==> config.mk <==
export PLATFORM = sky130hd
export DESIGN_NAME = vga_timing_gen
export DESIGN_NICKNAME = d
export VERILOG_FILES = /design/src/rtl/vga_timing_pkg.sv /design/src/rtl/vga_axis_counter.sv /design/src/rtl/vga_timing_gen.sv
export SDC_FILE = /design/constraint.sdc
export NUM_CORES = 1
export LEC_CHECK = 0
export ABC_AREA = 1
export ABC_CLOCK_PERIOD_IN_PS = 3870
export CAP_MARGIN = 25
export CORE_MARGIN = 2
export CORE_UTILIZATION = 39
export CTS_BUF_LIST = sky130_fd_sc_hd__clkbuf_16
export DETAILED_ROUTE_END_ITERATION = 10
export PLACE_DENSITY = 0.75
export SLEW_MARGIN = 20
export SYNTH_ARGS = -nofsm -noshare
export SYNTH_HDL_FRONTEND = slang
export SYNTH_SLANG_ARGS = --single-unit
export TNS_END_PERCENT = 10
==> constraint.sdc <==
create_clock -name pclk -period 3.87 [get_ports pclk]
set_input_delay 0.5805 -clock pclk [delete_from_list [all_inputs] [get_ports pclk]]
set_output_delay 0.5805 -clock pclk [all_outputs]
set_load 0.03 [all_outputs]
==> src/rtl/vga_timing_pkg.sv <==
// ---------------------------------------------------------------------------
// vga_timing_pkg
// Shared timing constants and helpers for the VGA timing generator.
//   - XGA (1024x768@60, 65 MHz pixel clock) default timing set
//   - SVGA (800x600@60, 40 MHz pixel clock) timing set
//   - axis_total(): full period of one axis (active + porches + sync)
//   - in_sync_window(): true when a position lies inside the sync pulse
// ---------------------------------------------------------------------------
package vga_timing_pkg;

  // XGA 1024x768@60, 65 MHz pixel clock, negative syncs
  localparam int XGA_PCLK_HZ  = 65_000_000;
  localparam int XGA_H_ACTIVE = 1024;
  localparam int XGA_H_FP     = 24;
  localparam int XGA_H_SYNC   = 136;
  localparam int XGA_H_BP     = 160;
  localparam int XGA_V_ACTIVE = 768;
  localparam int XGA_V_FP     = 3;
  localparam int XGA_V_SYNC   = 6;
  localparam int XGA_V_BP     = 29;
  localparam bit XGA_HS_POL   = 1'b0;
  localparam bit XGA_VS_POL   = 1'b0;

  // SVGA 800x600@60, 40 MHz pixel clock, positive syncs
  localparam int SVGA_PCLK_HZ  = 40_000_000;
  localparam int SVGA_H_ACTIVE = 800;
  localparam int SVGA_H_FP     = 40;
  localparam int SVGA_H_SYNC   = 128;
  localparam int SVGA_H_BP     = 88;
  localparam int SVGA_V_ACTIVE = 600;
  localparam int SVGA_V_FP     = 1;
  localparam int SVGA_V_SYNC   = 4;
  localparam int SVGA_V_BP     = 23;
  localparam bit SVGA_HS_POL   = 1'b1;
  localparam bit SVGA_VS_POL   = 1'b1;

  // Number of positions in one axis period
  function automatic int axis_total(int active, int fp, int sync, int bp);
    return active + fp + sync + bp;
  endfunction

  // Sync pulse occupies [active+fp, active+fp+sync)
  function automatic logic in_sync_window(int pos, int active, int fp, int sync);
    return (pos >= active + fp) && (pos < active + fp + sync);
  endfunction

endpackage

==> src/rtl/vga_axis_counter.sv <==
// ---------------------------------------------------------------------------
// vga_axis_counter
// One axis (horizontal or vertical) of the VGA raster. Counts 0..TOTAL-1
// while inc is high and derives registered blanking and sync that always
// match the registered count.
// Ports:
//   pclk   in   pixel clock, rising edge
//   rst    in   synchronous active-high reset
//   inc    in   advance the count this cycle
//   count  out  current position (registered)
//   blnk   out  1 when count >= ACTIVE (registered)
//   sync   out  POL inside the sync window, ~POL elsewhere (registered)
//   wrap   out  combinational: this cycle advances from TOTAL-1 back to 0
// ---------------------------------------------------------------------------
module vga_axis_counter
  import vga_timing_pkg::*;
#(
  parameter int ACTIVE = 1024,
  parameter int FP     = 24,
  parameter int SYNC   = 136,
  parameter int BP     = 160,
  parameter bit POL    = 1'b0,
  parameter int CW     = 11
) (
  input  logic          pclk,
  input  logic          rst,
  input  logic          inc,
  output logic [CW-1:0] count,
  output logic          blnk,
  output logic          sync,
  output logic          wrap
);

  localparam int TOTAL = axis_total(ACTIVE, FP, SYNC, BP);
  localparam logic [CW-1:0] LAST       = CW'(TOTAL - 1);
  localparam logic [CW-1:0] ACTIVE_CNT = CW'(ACTIVE);

  // Refuse to build with zero-width regions or a counter too narrow
  if (ACTIVE <= 0 || FP <= 0 || SYNC <= 0 || BP <= 0) begin : g_bad_region
    $error("vga_axis_counter: ACTIVE, FP, SYNC and BP must all be non-zero");
  end
  if (TOTAL > 2 ** CW) begin : g_bad_width
    $error("vga_axis_counter: axis total does not fit in CW bits");
  end

  logic [CW-1:0] count_next;
  logic          blnk_next;
  logic          sync_next;

  // Blank and sync are decoded from the next count so that, once
  // registered, they line up with the registered count in the same cycle.
  always_comb begin
    wrap       = inc && (count == LAST);
    count_next = count;
    if (inc) begin
      count_next = wrap ? '0 : count + 1'b1;
    end
    blnk_next = (count_next >= ACTIVE_CNT);
    sync_next = in_sync_window(int'(count_next), ACTIVE, FP, SYNC) ? POL : ~POL;
  end

  always_ff @(posedge pclk) begin
    if (rst) begin
      count <= '0;
      blnk  <= 1'b0;
      sync  <= ~POL;
    end else begin
      count <= count_next;
      blnk  <= blnk_next;
      sync  <= sync_next;
    end
  end

endmodule

==> src/rtl/vga_timing_gen.sv <==
// ---------------------------------------------------------------------------
// vga_timing_gen
// Parametrised VGA raster timing generator. Default timing is XGA 1024x768.
// Ports:
//   pclk       in   pixel clock, rising edge
//   rst        in   synchronous active-high reset (overrides ce)
//   ce         in   pixel enable; counters advance only when 1
//   hcount     out  horizontal position 0..H_TOTAL-1
//   vcount     out  vertical position 0..V_TOTAL-1
//   hblnk      out  horizontal blanking
//   vblnk      out  vertical blanking
//   hsync      out  horizontal sync at HS_POL level inside its window
//   vsync      out  vertical sync at VS_POL level inside its window
//   de         out  data enable, ~hblnk & ~vblnk
//   eol        out  one-pclk strobe coinciding with hcount wrapping to 0
//   sof        out  one-pclk strobe coinciding with the frame wrap
//   frame_cnt  out  completed-frame count, wraps modulo 2^FRAME_W
// ---------------------------------------------------------------------------
module vga_timing_gen
  import vga_timing_pkg::*;
#(
  parameter int H_ACTIVE = XGA_H_ACTIVE,
  parameter int H_FP     = XGA_H_FP,
  parameter int H_SYNC   = XGA_H_SYNC,
  parameter int H_BP     = XGA_H_BP,
  parameter int V_ACTIVE = XGA_V_ACTIVE,
  parameter int V_FP     = XGA_V_FP,
  parameter int V_SYNC   = XGA_V_SYNC,
  parameter int V_BP     = XGA_V_BP,
  parameter bit HS_POL   = XGA_HS_POL,
  parameter bit VS_POL   = XGA_VS_POL,
  parameter int CW       = 11,
  parameter int FRAME_W  = 16
) (
  input  logic               pclk,
  input  logic               rst,
  input  logic               ce,
  output logic [CW-1:0]      hcount,
  output logic [CW-1:0]      vcount,
  output logic               hblnk,
  output logic               vblnk,
  output logic               hsync,
  output logic               vsync,
  output logic               de,
  output logic               eol,
  output logic               sof,
  output logic [FRAME_W-1:0] frame_cnt
);

  // Last visible position on each axis; one step past it enters blanking
  localparam logic [CW-1:0] H_LAST_ACTIVE = CW'(H_ACTIVE - 1);
  localparam logic [CW-1:0] V_LAST_ACTIVE = CW'(V_ACTIVE - 1);

  logic h_wrap;
  logic v_wrap;
  logic v_inc;
  logic h_blnk_next;
  logic v_blnk_next;
  logic de_next;

  assign v_inc = ce & h_wrap;

  vga_axis_counter #(
    .ACTIVE(H_ACTIVE), .FP(H_FP), .SYNC(H_SYNC), .BP(H_BP), .POL(HS_POL), .CW(CW)
  ) u_h_axis (
    .pclk  (pclk),
    .rst   (rst),
    .inc   (ce),
    .count (hcount),
    .blnk  (hblnk),
    .sync  (hsync),
    .wrap  (h_wrap)
  );

  vga_axis_counter #(
    .ACTIVE(V_ACTIVE), .FP(V_FP), .SYNC(V_SYNC), .BP(V_BP), .POL(VS_POL), .CW(CW)
  ) u_v_axis (
    .pclk  (pclk),
    .rst   (rst),
    .inc   (v_inc),
    .count (vcount),
    .blnk  (vblnk),
    .sync  (vsync),
    .wrap  (v_wrap)
  );

  // de is registered from the next-cycle blanking so it stays aligned with
  // the counts instead of being a gate on the axis outputs. A wrap always
  // lands on position 0, which is visible.
  always_comb begin
    h_blnk_next = hblnk;
    v_blnk_next = vblnk;
    if (ce) begin
      h_blnk_next = h_wrap ? 1'b0 : (hcount >= H_LAST_ACTIVE);
      if (h_wrap) begin
        v_blnk_next = v_wrap ? 1'b0 : (vcount >= V_LAST_ACTIVE);
      end
    end
    de_next = ~h_blnk_next & ~v_blnk_next;
  end

  // Strobes follow the wrap terms directly, so with ce low they drop on
  // the next edge and can never stretch beyond one pclk.
  always_ff @(posedge pclk) begin
    if (rst) begin
      de        <= 1'b1;
      eol       <= 1'b0;
      sof       <= 1'b0;
      frame_cnt <= '0;
    end else begin
      de  <= de_next;
      eol <= h_wrap;
      sof <= v_wrap;
      if (v_wrap) begin
        frame_cnt <= frame_cnt + 1'b1;
      end
    end
  end

endmodule

Word-level counts from Yosys, hierarchy flattened
Cells that the tools add are included.
{"block": "word_totals", "reg_bits": 45, "input_bits": 3, "output_inout_bits": 45, "wordCells": 42}
{"block": "op_classes", "add_sub_neg": 3, "n_lt_le_gt_ge": 8, "n_eq_ne": 2, "n_mux": 11, "n_bitwise": 4, "reduce_logical": 4}
{"op": "greater-or-equal comparator 11 x 10 -> 1 bit (second input constant)", "n": 4}
{"op": "2-to-1 mux 11 bit", "n": 4}
{"op": "adder 11 x 1 -> 11 bit (second input constant)", "n": 2}
{"op": "greater-or-equal comparator 11 bit (second input constant)", "n": 2}
{"op": "adder 16 x 1 -> 16 bit (second input constant)", "n": 1}
{"op": "== test 11 x 10 -> 1 bit (second input constant)", "n": 1}
{"op": "== test 11 bit (second input constant)", "n": 1}
{"op": "less-than comparator 11 x 10 -> 1 bit (second input constant)", "n": 1}
{"op": "less-than comparator 11 bit (second input constant)", "n": 1}
{"op": "2-to-1 mux 1 bit", "n": 7}
{"op": "logical AND 1 bit", "n": 4}
{"op": "bitwise AND 1 bit", "n": 2}
{"op": "NOT 1 bit", "n": 2}

Logic depth before layout (Yosys ltp)
Gate-level depths: netlist (run 1).
{"block": "depth", "ltp_word": 9, "ltp_mapped": 14, "mapped_depth_nobuf": 14}

By module
A second synthesis (run 1) with hierarchy kept.
{"block": "unflattened", "cells_unflattened": 402, "hier_area_um2": 2581.2}
{"mod": "vga_timing_gen", "instances": 1, "cells_each": 154, "area_per_inst_um2": 985.9, "seq_area_each_um2": 380.4}
{"mod": "vga_axis_counter (u_v_axis)", "instances": 1, "cells_each": 128, "area_per_inst_um2": 827.0, "seq_area_each_um2": 260.2}
{"mod": "vga_axis_counter (u_h_axis)", "instances": 1, "cells_each": 120, "area_per_inst_um2": 768.2, "seq_area_each_um2": 240.2}

Worst setup path after synthesis (run 1)
OpenSTA, ideal clock, no wires.
{"block": "synth_path", "path_kind": "reg2reg", "startpoint": "reg u_h_axis.count[0]", "endpoint": "reg u_v_axis.sync", "setup_ps": 122, "arrival_ps": 1760, "required_ps": 3748, "setup_slack_ps": 1988, "stages_incl_launch_ff": 11, "path_buffers": 1, "period_less_slack_ps": 1882, "cell_sequence": "dfxtp_1 ha_1 nand3_2 nor2_4 nand2_2 buf_6 o21bai_4 a21oi_2 nand3_1 nor2_1 nand3_1"}
{"block": "synth_between", "elab_chain_cells": 9, "elab_cells_between_ends": 10, "cone_classes": "2 x order compare; 1 x eq/ne; 3 x mux; 1 x bitwise; 3 x reduce/logical"}
{"element": "start: declaration", "line_no": "vga_axis_counter.sv:28", "source": "output logic [CW-1:0] count,"}
{"element": "start signal: assignment", "line_no": "vga_axis_counter.sv:68", "source": "count <= count_next;"}
{"element": "== test 11 bit (*)", "line_no": "vga_axis_counter.sv:53", "source": "wrap = inc && (count == LAST);"}
{"element": "logical AND 1 bit (*)", "line_no": "vga_axis_counter.sv:53"}
{"element": "bitwise AND 1 bit (*)", "line_no": "vga_timing_gen.sv:61", "source": "assign v_inc = ce & h_wrap;"}
{"element": "logical AND 1 bit", "line_no": "vga_axis_counter.sv:53"}
{"element": "2-to-1 mux 11 bit", "line_no": "vga_axis_counter.sv:56", "source": "count_next = wrap ? '0 : count + 1'b1;"}
{"element": "2-to-1 mux 11 bit (*)", "line_no": "vga_axis_counter.sv:55", "source": "if (inc) begin"}
{"element": "greater-or-equal comparator 11 x 10 -> 1 bit / less-than comparator 11 x 10 -> 1 bit (equally long branches)", "line_no": "vga_timing_pkg.sv:44", "source": "return (pos >= active + fp) && (pos < active + fp + sync);"}
{"element": "logical AND 1 bit (*)", "line_no": "vga_timing_pkg.sv:44"}
{"element": "2-to-1 mux 1 bit (*)", "line_no": "vga_axis_counter.sv:59", "source": "sync_next = in_sync_window(int'(count_next), ACTIVE, FP, SYNC) ? POL : ~POL;"}
{"element": "end signal: assignment", "line_no": "vga_axis_counter.sv:66", "source": "sync <= ~POL;"}
{"element": "end signal: assignment", "line_no": "vga_axis_counter.sv:70", "source": "sync <= sync_next;"}
{"element": "end: declaration", "line_no": "vga_axis_counter.sv:30", "source": "output logic sync,"}
Mark *: on every way between the ends. The rest lies on a longest branch, timed or not.
A chain may end at the register's enable or synchronous reset.

Worst setup path after layout (run 1)
{"block": "layout_path", "startpoint": "in ce", "endpoint": "reg frame_cnt[10]"}
{"block": "layout_between", "elab_chain_cells": 3}
{"element": "start: declaration", "line_no": "vga_timing_gen.sv:37", "source": "input logic ce,"}
{"element": "logical AND 1 bit", "line_no": "vga_axis_counter.sv:53"}
{"element": "bitwise AND 1 bit (*)", "line_no": "vga_timing_gen.sv:61"}
{"element": "logical AND 1 bit (*)", "line_no": "vga_axis_counter.sv:53"}
{"element": "end signal: assignment", "line_no": "vga_timing_gen.sv:115", "source": "frame_cnt <= frame_cnt + 1'b1;"}
{"element": "end: declaration", "line_no": "vga_timing_gen.sv:47", "source": "output logic [FRAME_W-1:0] frame_cnt"}
Marked as above.

==> run_results.csv, run 1 <==
group,metric,value,unit
outcome,status,"completed",
detailed_routing,wl,6490,um
global_routing,overflow,0,
worst_setup_path,cpPeakStageDelay,0.74,ns
die,coreArea,6390,um2
detailed_routing,ant_nets,0,
pwr,internal_power,0.784,mW
pwr,power_frac_seq,47.6,%
placement,placed_area,3120,um2
clock_network,path_clk_slew,0.06,ns
pwr,p_clk_share,48.3,%
hold_path,timing.hold.worst_endpoint,"frame_cnt[14]",
worst_setup_path,arrival,2.71,ns
synth,netlist_instances,388,
timing,drv_slew,0,
finish,drive_above_1_share,9.13,%
pwr,power_leakage,1.35,nW
global_routing,grt_pass1_wl,11200,um
timing,tightest_slew,0.440,ns
detailed_routing,vias,2628,
timing,grt_setup_unrepaired,"no",
finish,final_cell_mix,"nand2_1 (99), inv_1 (50), nor2_1 (48)",
detailed_routing,drcViolationCount,0,
timing,fin_crit_sh,65.4,%
detailed_routing,drtIter0Drc,123,
finish,syn_to_final_growth,27.4,%
pwr,vdd.ir_drop.worst,0.000249,V
clock_network,cts_setup_buffers,0,
synth,syn_area_per_cell,6.66,um2
worst_setup_path,path_delay_family,"buffers and inverters",
global_routing,grt_max_degree,33,
pwr,net-switching-power,0.205,mW
clock_network,cts_resized,0,
worst_setup_path,endpoint_kind,"register",
timing,fmax,395,MHz
die,die-width,85.4,um
die,die_h,85.4,um
worst_setup_path,cpMostUsedCell,"nand2_2",
synth,synth.area.top_cells,"dfxtp_1 (35%), nand2_1 (14%), inv_1 (7.1%)",
detailed_routing,wl_met3,354,um
timing,tns,0,ns
placement,place_hpwl,4950,um
timing,fin_worst_skew,0.00686,ns
worst_setup_path,crit_chain,"clkdlybuf4s50_1, nand3_2, nor2_4, nand2_2, inv_2, nand2_2, inv_2, nand2_2, nor2_2, nand2_1, o21ai_1, a21oi_1",
placement,gp_congestion,0.925,
detailed_routing,met1Wirelength,3130,um
finish,n_antenna_cell,0,
synth,ys_ff_latch,45,
worst_setup_path,r2r_slack,1.83,ns
synth,seq_area_frac_synth,34.9,%
hold_path,hold_path.class,"register to register",
worst_setup_path,rr_endpoint,"frame_cnt[10]",
synth,synth.distinct_cells,37,
detailed_routing,dr.pass1.iters,4,
clock_network,cts_sinks,45,
global_routing,grt_usage,18.7,%
hold_path,hold_depth,2,
die,rows,29,
synth,syn_nets,395,
worst_setup_path,critPathRequiredTime,4.05,ns
pwr,power_density,300,nW/um2
worst_setup_path,crit_buf_inv,3,
hold_path,hold_start,"frame_cnt[14]",
clock_network,cts_made_buffers,5,
clock_network,cts_max_path_buffers,2,
worst_setup_path,cp-start-kind,"input port",
worst_setup_path,crit_fanout,12,
detailed_routing,route.detailed.wl_per_inst,12.6,um
worst_setup_path,slowest_stage,"clkdlybuf4s50_1",
finish,nets,444,
die,io-pin-count,48,
detailed_routing,via_per_inst,5.10,
clock_network,h-tree-depth,2,
synth,synth_area,2580,um2
detailed_routing,wl_met2,2860,um
finish,final_area,3290,um2
timing,period_needed,2.53,ns
timing,finalSetupViolations,0,
clock_network,cts_hold_buf,0,
worst_setup_path,ff2ff_path_depth,12,
clock_network,cts_tree,"yes",
synth,synth_area_leader_cell,"dfxtp_1",
clock_network,cts-root-buf,"clkbuf_16",
finish,final_common_cell,"nand2_1",
die,die_area,7290,um2
detailed_routing,top_layer_used,"met4",
timing,hold_viol,0,
placement,io_buffers,47,
placement,dp_cells,507,
global_routing,antenna_found_initial,0,
worst_setup_path,path_class,"input port to register",
global_routing,grt_pass1_vias,2445,
run,maxCapViolCount,0,
synth,synth.yosys.warnings,0,
finish,stdcell_count,515,
synth,synth_top_area_share,34.9,%
die,start_util,40.5,%
pwr,swShare,20.7,%
worst_setup_path,r2r_start,"u_h_axis.count[0]",
pwr,comb_power_share,4.1,%
clock_network,insertion_delay,0.29,ns
timing,slew_headroom,70.6,%
-- area by class of cell --
type,count,area (um2)
Fill cell,610,3100
Multi-Input combinational cell,281,1440
Sequential cell,45,901
Timing Repair Buffer,48,478
Inverter,56,210
Clock buffer,5,125
Tap cell,77,96.3
Clock inverter,3,42.5
-- flip-flops by register name, indices dropped and copies added (netlist names) --
| signal | flops |
|---|---|
| frame_cnt | 16 |
| u_h_axis.count | 11 |
| u_v_axis.count | 11 |
| de | 1 |
| eol | 1 |
| sof | 1 |
| u_h_axis.blnk | 1 |
| u_h_axis.sync | 1 |
| u_v_axis.blnk | 1 |
| u_v_axis.sync | 1 |
-- worst max path at each step --
stage                            startpoint       endpoint  slack (ns)  cells after the start
final                                    ce  frame_cnt[10]        1.34                     12
after global routing                     ce  frame_cnt[10]        1.20                     12
after CTS                                ce  frame_cnt[10]        1.36                     12
after detailed placement                 ce  frame_cnt[10]        1.06                     12
after global placement                   ce  frame_cnt[10]        1.17                     12
after floorplan           u_h_axis.count[0]  u_v_axis.sync        1.99                     10
-- Yosys cell counts, drive strengths merged --
master  instances
a21oi          24
nor2           58
nand4          13
a21boi          1
xor2            8
nand3b          1
xnor2           1
o211ai          2
a22o            1
nor3           14
nand3          34
dfxtp          45
ha              4
nand2         103
nor4            3
inv            56
o21bai          1
o311ai          1
clkbuf          2
or2             2
buf             4
o21a            1
o21ai           9
-- logic make-up after synthesis --
logic type	count (synthesis)	synth area share, %
flip-flops	45	34.9
AND/OR/NAND/NOR	228	41.6
adder cells (fa/ha/maj)	4	1.94
XOR/XNOR	9	3.05
buffers and inverters	62	9.49
AO/OA/AOI/OAI	40	9.10
-- power groups by stage --
stage          Sequential, mW  Combinational, mW  Clock (mW)
6_report                0.470             0.0403       0.478
5_1_grt                 0.471             0.0440       0.508
4_1_cts                 0.470             0.0404       0.490
3_5_place_dp            0.481             0.0403           0
3_3_place_gp            0.481             0.0399           0
2_1_floorplan           0.488             0.0179           0
-- layer usage --
| layer | vias up | GRT usage (%) |
|---|---|---|
| met5 | - | 0 |
| met4 | 0 | 7.36 |
| met3 | 14 | 3.79 |
| met2 | 81 | 28.6 |
| met1 | 1185 | 25.7 |
| li1 | 1348 | - |
-- worst reg2reg max path, stage by stage, from the launching register on --
cell     delay [ns]
dfxtp_1        0.39
ha_1           0.24
nand3_2        0.12
nor2_4         0.19
nand2_2        0.22
inv_2          0.15
nand2_2        0.07
inv_2          0.10
nand2_2        0.08
nor2_2         0.13
nand2_1        0.08
o21ai_1        0.12
a21oi_1        0.05
-- stage by stage --
stage	utilization, %	power, mW	hold WS, ns	setup slack [ns]
global route	51.5	1.02	0.536	1.20
CTS	51.5	1.00	0.498	1.36
global placement	48.9	0.521	0.480	1.17
floorplan	-	0.505	0.601	1.99
detailed placement	48.9	0.521	0.486	1.06
finish	51.5	0.989	0.496	1.34
No activity file was read; power rests on OpenSTA's default activity.
==> run 2: changes to the inputs <==
--- a/config.mk
+++ b/config.mk
@@ -6,7 +6,7 @@
 export NUM_CORES = 1
 export LEC_CHECK = 0
 export ABC_AREA = 1
-export ABC_CLOCK_PERIOD_IN_PS = 3870
+export ABC_CLOCK_PERIOD_IN_PS = 2540
 export CAP_MARGIN = 25
 export CORE_MARGIN = 2
 export CORE_UTILIZATION = 39
==> constraint.sdc (replaced) <==
create_clock -name pclk -period 2.54 [get_ports pclk]
set_input_delay 0.381 -clock pclk [delete_from_list [all_inputs] [get_ports pclk]]
set_output_delay 0.381 -clock pclk [all_outputs]
set_load 0.03 [all_outputs]
==> run 2 against run 1 <==
Against the previous run:
- via count is 0.49% lower
- sequential share of layout area is 0.19 points lower
- flip-flop and latch count stayed put
- routed wire length is 3.1% higher
- clock-buffer cell count stayed put
- setup slack worse by 0.84 ns
- final cell count is 0.58% higher
- critical path type is now register to register
- largest cell class unchanged
- largest power group unchanged
- highest routed layer unchanged
==> run_results.csv, run 2 (same netlist as run 1, synthesis figures left out) <==
group,metric,value,unit
outcome,status,"completed",
finish,nets,447,
pwr,power_leakage,1.36,nW
timing,tightest_slew,0.411,ns
clock_network,cts_max_path_buffers,2,
timing,finalSetupViolations,0,
pwr,power_frac_seq,47.3,%
hold_path,hold_depth,2,
placement,place_hpwl,5190,um
die,die_area,7290,um2
global_routing,antenna_found_initial,0,
placement,dp_cells,510,
pwr,comb_power_share,4.3,%
pwr,p_clk_share,48.3,%
detailed_routing,via_per_inst,5.05,
timing,drv_slew,0,
clock_network,insertion_delay,0.29,ns
global_routing,grt_max_degree,25,
timing,period_needed,2.04,ns
worst_setup_path,endpoint_kind,"register",
clock_network,cts_made_buffers,5,
clock_network,cts_resized,0,
die,rows,29,
clock_network,cts_sinks,45,
finish,fill_cells,624,
clock_network,h-tree-depth,2,
global_routing,overflow,0,
clock_network,cts_setup_buffers,0,
worst_setup_path,path_class,"register to register",
finish,final_cell_mix,"nand2_1 (99), inv_1 (50), nor2_1 (48)",
clock_network,path_clk_slew,0.06,ns
placement,gp_congestion,0.942,
detailed_routing,drcViolationCount,0,
worst_setup_path,ff2ff_path_depth,12,
pwr,swShare,20.9,%
worst_setup_path,cp-start-kind,"register",
detailed_routing,route.detailed.wl_per_inst,12.9,um
timing,fin_crit_sh,80.4,%
timing,fmax,490,MHz
die,die_h,85.4,um
pwr,internal_power,1.20,mW
clock_network,cts-root-buf,"clkbuf_16",
detailed_routing,wl,6700,um
global_routing,grt_pass1_vias,2396,
timing,tns,0,ns
finish,n_antenna_cell,0,
detailed_routing,dr.pass1.iters,4,
global_routing,grt_usage,18.8,%
finish,largest_reg_flops,16,
detailed_routing,drtIter0Drc,123,
finish,reg_top3,"frame_cnt x16, u_h_axis.count x11, u_v_axis.count x11",
die,die-width,85.4,um
finish,final_common_cell,"nand2_1",
timing,fin_worst_skew,0.00434,ns
timing,grt_setup_unrepaired,"no",
finish,drive_above_1_share,9.75,%
hold_path,hold_path.class,"register to register",
clock_network,cts_hold_buf,0,
pwr,vdd.ir_drop.worst,0.000364,V
die,io-pin-count,48,
detailed_routing,ant_nets,0,
die,start_util,40.5,%
worst_setup_path,crit_fanout,12,
worst_setup_path,critPathRequiredTime,2.72,ns
clock_network,cts_tree,"yes",
run,maxCapViolCount,0,
finish,largest-register,"frame_cnt",
timing,hold_viol,0,
placement,io_buffers,47,
finish,syn_to_final_growth,28.2,%
global_routing,grt_pass1_wl,11000,um
worst_setup_path,arrival,2.22,ns
timing,slew_headroom,72.6,%
pwr,power_density,457,nW/um2
die,coreArea,6390,um2
pwr,net-switching-power,0.317,mW
finish,stdcell_count,518,
detailed_routing,vias,2615,
[run 2: final cells by class]
cell class	instances	area (um2)	share of cell area [%]
Timing Repair Buffer	51	500	15.1
Tap cell	77	96.3	2.91
Multi-Input combinational cell	281	1440	43.4
Clock inverter	3	42.5	1.28
Inverter	56	210	6.34
Sequential cell	45	901	27.2
Clock buffer	5	125	3.78
[run 2: path summary, 6_finish.rpt]
kind                                       to              start  slack [ns]
worst max-delay path            frame_cnt[10]  u_h_axis.count[0]        0.50
worst min-delay path            frame_cnt[14]      frame_cnt[14]        0.49
worst max register to register  frame_cnt[10]  u_h_axis.count[0]        0.50
worst min register to register  frame_cnt[14]      frame_cnt[14]        0.49
[run 2: worst max-delay path, stage by stage (launching register included)]
cell and delay, ns:
dfxtp_1 0.40, ha_1 0.23, nand3_2 0.12, nor2_4 0.18, nand2_2 0.22, inv_2 0.15
nand2_2 0.07, inv_2 0.11, nand2_2 0.08, nor2_2 0.12, nand2_1 0.08, o21ai_1 0.13
a21oi_1 0.05
[run 2: power by group through the flow]
stage                     combinational (mW)  sequential [mW]  clock [mW]
after floorplan                       0.0272            0.743           0
after global placement                0.0649            0.733           0
after detailed placement              0.0659            0.733           0
after CTS                             0.0661            0.717       0.750
after global routing                  0.0713            0.718       0.772
final                                 0.0657            0.717       0.732
[run 2: routing by layer]
| layer | wire length, um | track usage (%) | part of all wire [%] | up-vias |
|---|---|---|---|---|
| met2 | 3140 | 30.5 | 47 | 80 |
| li1 | - | - | - | 1360 |
| met3 | 424 | 4.09 | 6.3 | 6 |
| met1 | 3060 | 24.9 | 46 | 1169 |
| met5 | 0 | 0 | 0 | - |
| met4 | 77 | 5.92 | 1.2 | 0 |
[run 2: per-stage QoR]
step / power, mW / util, % / instance area, um2 / setup WS [ns] / hold slack, ns
finish: 1.52 / 51.9 / 3310 / 0.499 / 0.492
global placement: 0.797 / 49.3 / 3150 / 0.316 / 0.479
global route: 1.56 / 51.9 / 3310 / 0.324 / 0.531
detailed placement: 0.799 / 49.3 / 3150 / 0.252 / 0.483
CTS: 1.53 / 51.9 / 3310 / 0.516 / 0.495
floorplan: 0.770 / - / 2580 / 0.658 / 0.463
==> run 3: changes to the inputs <==
--- a/config.mk
+++ b/config.mk
@@ -6,13 +6,13 @@
 export NUM_CORES = 1
 export LEC_CHECK = 0
 export ABC_AREA = 1
-export ABC_CLOCK_PERIOD_IN_PS = 2540
+export ABC_CLOCK_PERIOD_IN_PS = 1700
 export CAP_MARGIN = 25
 export CORE_MARGIN = 2
 export CORE_UTILIZATION = 39
 export CTS_BUF_LIST = sky130_fd_sc_hd__clkbuf_16
 export DETAILED_ROUTE_END_ITERATION = 10
-export PLACE_DENSITY = 0.75
+export PLACE_DENSITY = 0.77
 export SLEW_MARGIN = 20
 export SYNTH_ARGS = -nofsm -noshare
 export SYNTH_HDL_FRONTEND = slang
==> constraint.sdc (replaced) <==
create_clock -name pclk -period 1.7 [get_ports pclk]
set_input_delay 0.255 -clock pclk [delete_from_list [all_inputs] [get_ports pclk]]
set_output_delay 0.255 -clock pclk [all_outputs]
set_load 0.03 [all_outputs]
==> run 3 against run 2 <==
Against the previous run:
- the flow now finishes with violations (negative setup slack)
- sequential share of layout area fell by 3.4 points
- final cell count up 9.8%
- die area unchanged
- sequential power increased by 49%
- final area up 17%
- power increased by 50%
- largest power group unchanged
- highest routed layer unchanged
==> run_results.csv, run 3 (same netlist as run 1, synthesis figures left out) <==
group,metric,value,unit
hold_path,hold_path.class,"input port to register",
finish,nets,498,
worst_setup_path,rr_endpoint,"u_v_axis.sync",
global_routing,grt_pass1_vias,2754,
worst_setup_path,crit_fanout,7,
finish,multiInputGateArea,1560,um2
finish,final_cell_mix,"nand2_1 (96), buf_4 (53), inv_1 (48)",
worst_setup_path,crit_buf_inv,2,
clock_network,cts_max_path_buffers,2,
timing,fmax,587,MHz
timing,grt_setup_unrepaired,"yes",
worst_setup_path,path_class,"register to register",
outcome,status,"finished, violations left",
timing,period_needed,1.70,ns
finish,final_common_cell,"nand2_1",
timing,slew_headroom,76.6,%
worst_setup_path,endpoint_kind,"register",
worst_setup_path,ff2ff_path_depth,11,
worst_setup_path,path_delay_family,"simple AND/OR/NAND/NOR gates",
outcome,violations,"negative setup slack",
finish,syn_to_final_growth,50.3,%
detailed_routing,drcViolationCount,0,
run,maxCapViolCount,0,
die,die_area,7290,um2
timing,hold_slack,0.424,ns
hold_path,hold_depth,3,
finish,drive_above_1_share,26.2,%
timing,tightest_slew,0.348,ns
detailed_routing,via_per_inst,5.12,
clock_network,path_clk_slew,0.06,ns
finish,seq_area,923,um2
clock_network,insertion_delay,0.28,ns
global_routing,grt_max_degree,20,
pwr,power_leakage,1.91,nW
die,rows,29,
clock_network,h-tree-depth,2,
global_routing,grt_usage,20.5,%
detailed_routing,vias,2914,
worst_setup_path,critPathRequiredTime,1.87,ns
placement,place_hpwl,5510,um
finish,largest-register,"frame_cnt",
worst_setup_path,arrival,1.87,ns
die,die_h,85.4,um
timing,setup_ws,-0.00465,ns
finish,final_area,3880,um2
clock_network,cts_hold_buf,0,
pwr,power_density,585,nW/um2
placement,io_buffers,47,
die,io-pin-count,48,
worst_setup_path,crit_chain,"ha_4, nand3_4, nor2_4, nand2_4, inv_2, buf_4, nand4_1, nand2_2, nand3_2, nor2_2, nand3_1",
finish,largest_reg_flops,16,
worst_setup_path,slowest_stage,"dfxtp_4",
timing,fin_crit_sh,100,%
die,start_util,40.5,%
detailed_routing,ant_nets,0,
worst_setup_path,r2r_start,"u_h_axis.count[0]",
timing,finalSetupViolations,1,
die,die-width,85.4,um
clock_network,cts-root-buf,"clkbuf_16",
finish,fill_cells,536,
placement,gp_congestion,0.983,
finish,reg_top3,"frame_cnt x16, u_h_axis.count x11, u_v_axis.count x11",
detailed_routing,drtIter0Drc,195,
worst_setup_path,r2r_slack,-0.005,ns
timing,drv_slew,0,
timing,hold_viol,0,
hold_path,timing.hold.worst_endpoint,"u_h_axis.count[1]",
clock_network,cts_sinks,45,
worst_setup_path,cpPeakStageDelay,0.36,ns
timing,fin_worst_skew,0.00357,ns
hold_path,hold_start,"ce",
global_routing,antenna_found_initial,0,
worst_setup_path,cp-start-kind,"register",
finish,n_antenna_cell,0,
detailed_routing,dr.pass1.iters,5,
die,coreArea,6390,um2
clock_network,cts_tree,"yes",
finish,post-route-util,60.8,%
global_routing,overflow,0,
detailed_routing,wl,7610,um
clock_network,cts_made_buffers,5,
global_routing,grt_pass1_wl,12100,um
detailed_routing,route.detailed.wl_per_inst,13.4,um
placement,placed_area,3480,um2
pwr,vdd.ir_drop.worst,0.000479,V
run 3: changes by cell type in the layout (fill, tap and decap cells not counted), moves of 5 or more:
| cell | delta |
|---|---|
| nor2_1 | -6 |
| nor2_2 | +5 |
| clkdlybuf4s50_1 | -18 |
| dfxtp_1 | -10 |
| nand3_1 | -7 |
| dlymetal6s2s_1 | +14 |
| nand3_2 | +6 |
| dfxtp_2 | +6 |
| buf_4 | +49 |
run 3: metal layers:
metal / vias to the layer above / GRT usage, % / share of wire, %
met5: - / 0 / 0
met4: 0 / 9.52 / 2.8
met3: 20 / 4.47 / 5.6
met2: 113 / 33.8 / 49
met1: 1328 / 25.5 / 43
li1: 1453 / - / -
run 3: repair_timing:
action                                  in CTS  in global routing
buffers inserted                             5                  4
resized for setup                           14                 42
endpoints found under the setup margin      12                 30
cloned                                       0                  0
pin swaps                                    3                 15
run 3: worst min-delay path, stage by stage:
cell	delay, ns
dlymetal6s2s_1	0.18
buf_6	0.17
a21oi_1	0.07
run 3: worst max-delay path by stage:
stage / start / to / slack (ns) / depth (start not counted)
6_report: u_h_axis.count[0] / u_v_axis.sync / -0.005 / 11
5_1_grt: u_v_axis.count[2] / u_v_axis.sync / -0.12 / 7
4_1_cts: u_h_axis.count[0] / u_v_axis.sync / -0.03 / 10
3_5_place_dp: ce / u_h_axis.sync / -0.28 / 11
3_3_place_gp: ce / u_v_axis.sync / -0.23 / 9
2_1_floorplan: u_h_axis.count[5] / u_v_axis.sync / 0.002 / 9
run 3: layout make-up:
type | instances | area share (%)
tap | 77 | 2.48
timing repair buffer | 102 | 23.7
clock inverter | 3 | 1.10
multi-input combinational | 281 | 40.2
clock buffer | 5 | 3.22
inverter | 56 | 5.48
sequential | 45 | 23.8
run 3: metrics by stage:
stage               TNS [ns]  setup slack, ns  std cells  total power, mW
finish              -0.00465         -0.00465        569             2.27
global route          -0.839           -0.118        569             2.35
CTS                  -0.0262          -0.0262        565             2.29
detailed placement     -3.62           -0.277        552             1.21
global placement       -2.63           -0.226        552             1.20
floorplan                  0          0.00237        388             1.15
run 3: power by group:
part	switching (mW)	internal [mW]
clock network	0.393	0.690
logic	0.0716	0.0509
registers	0.00763	1.06
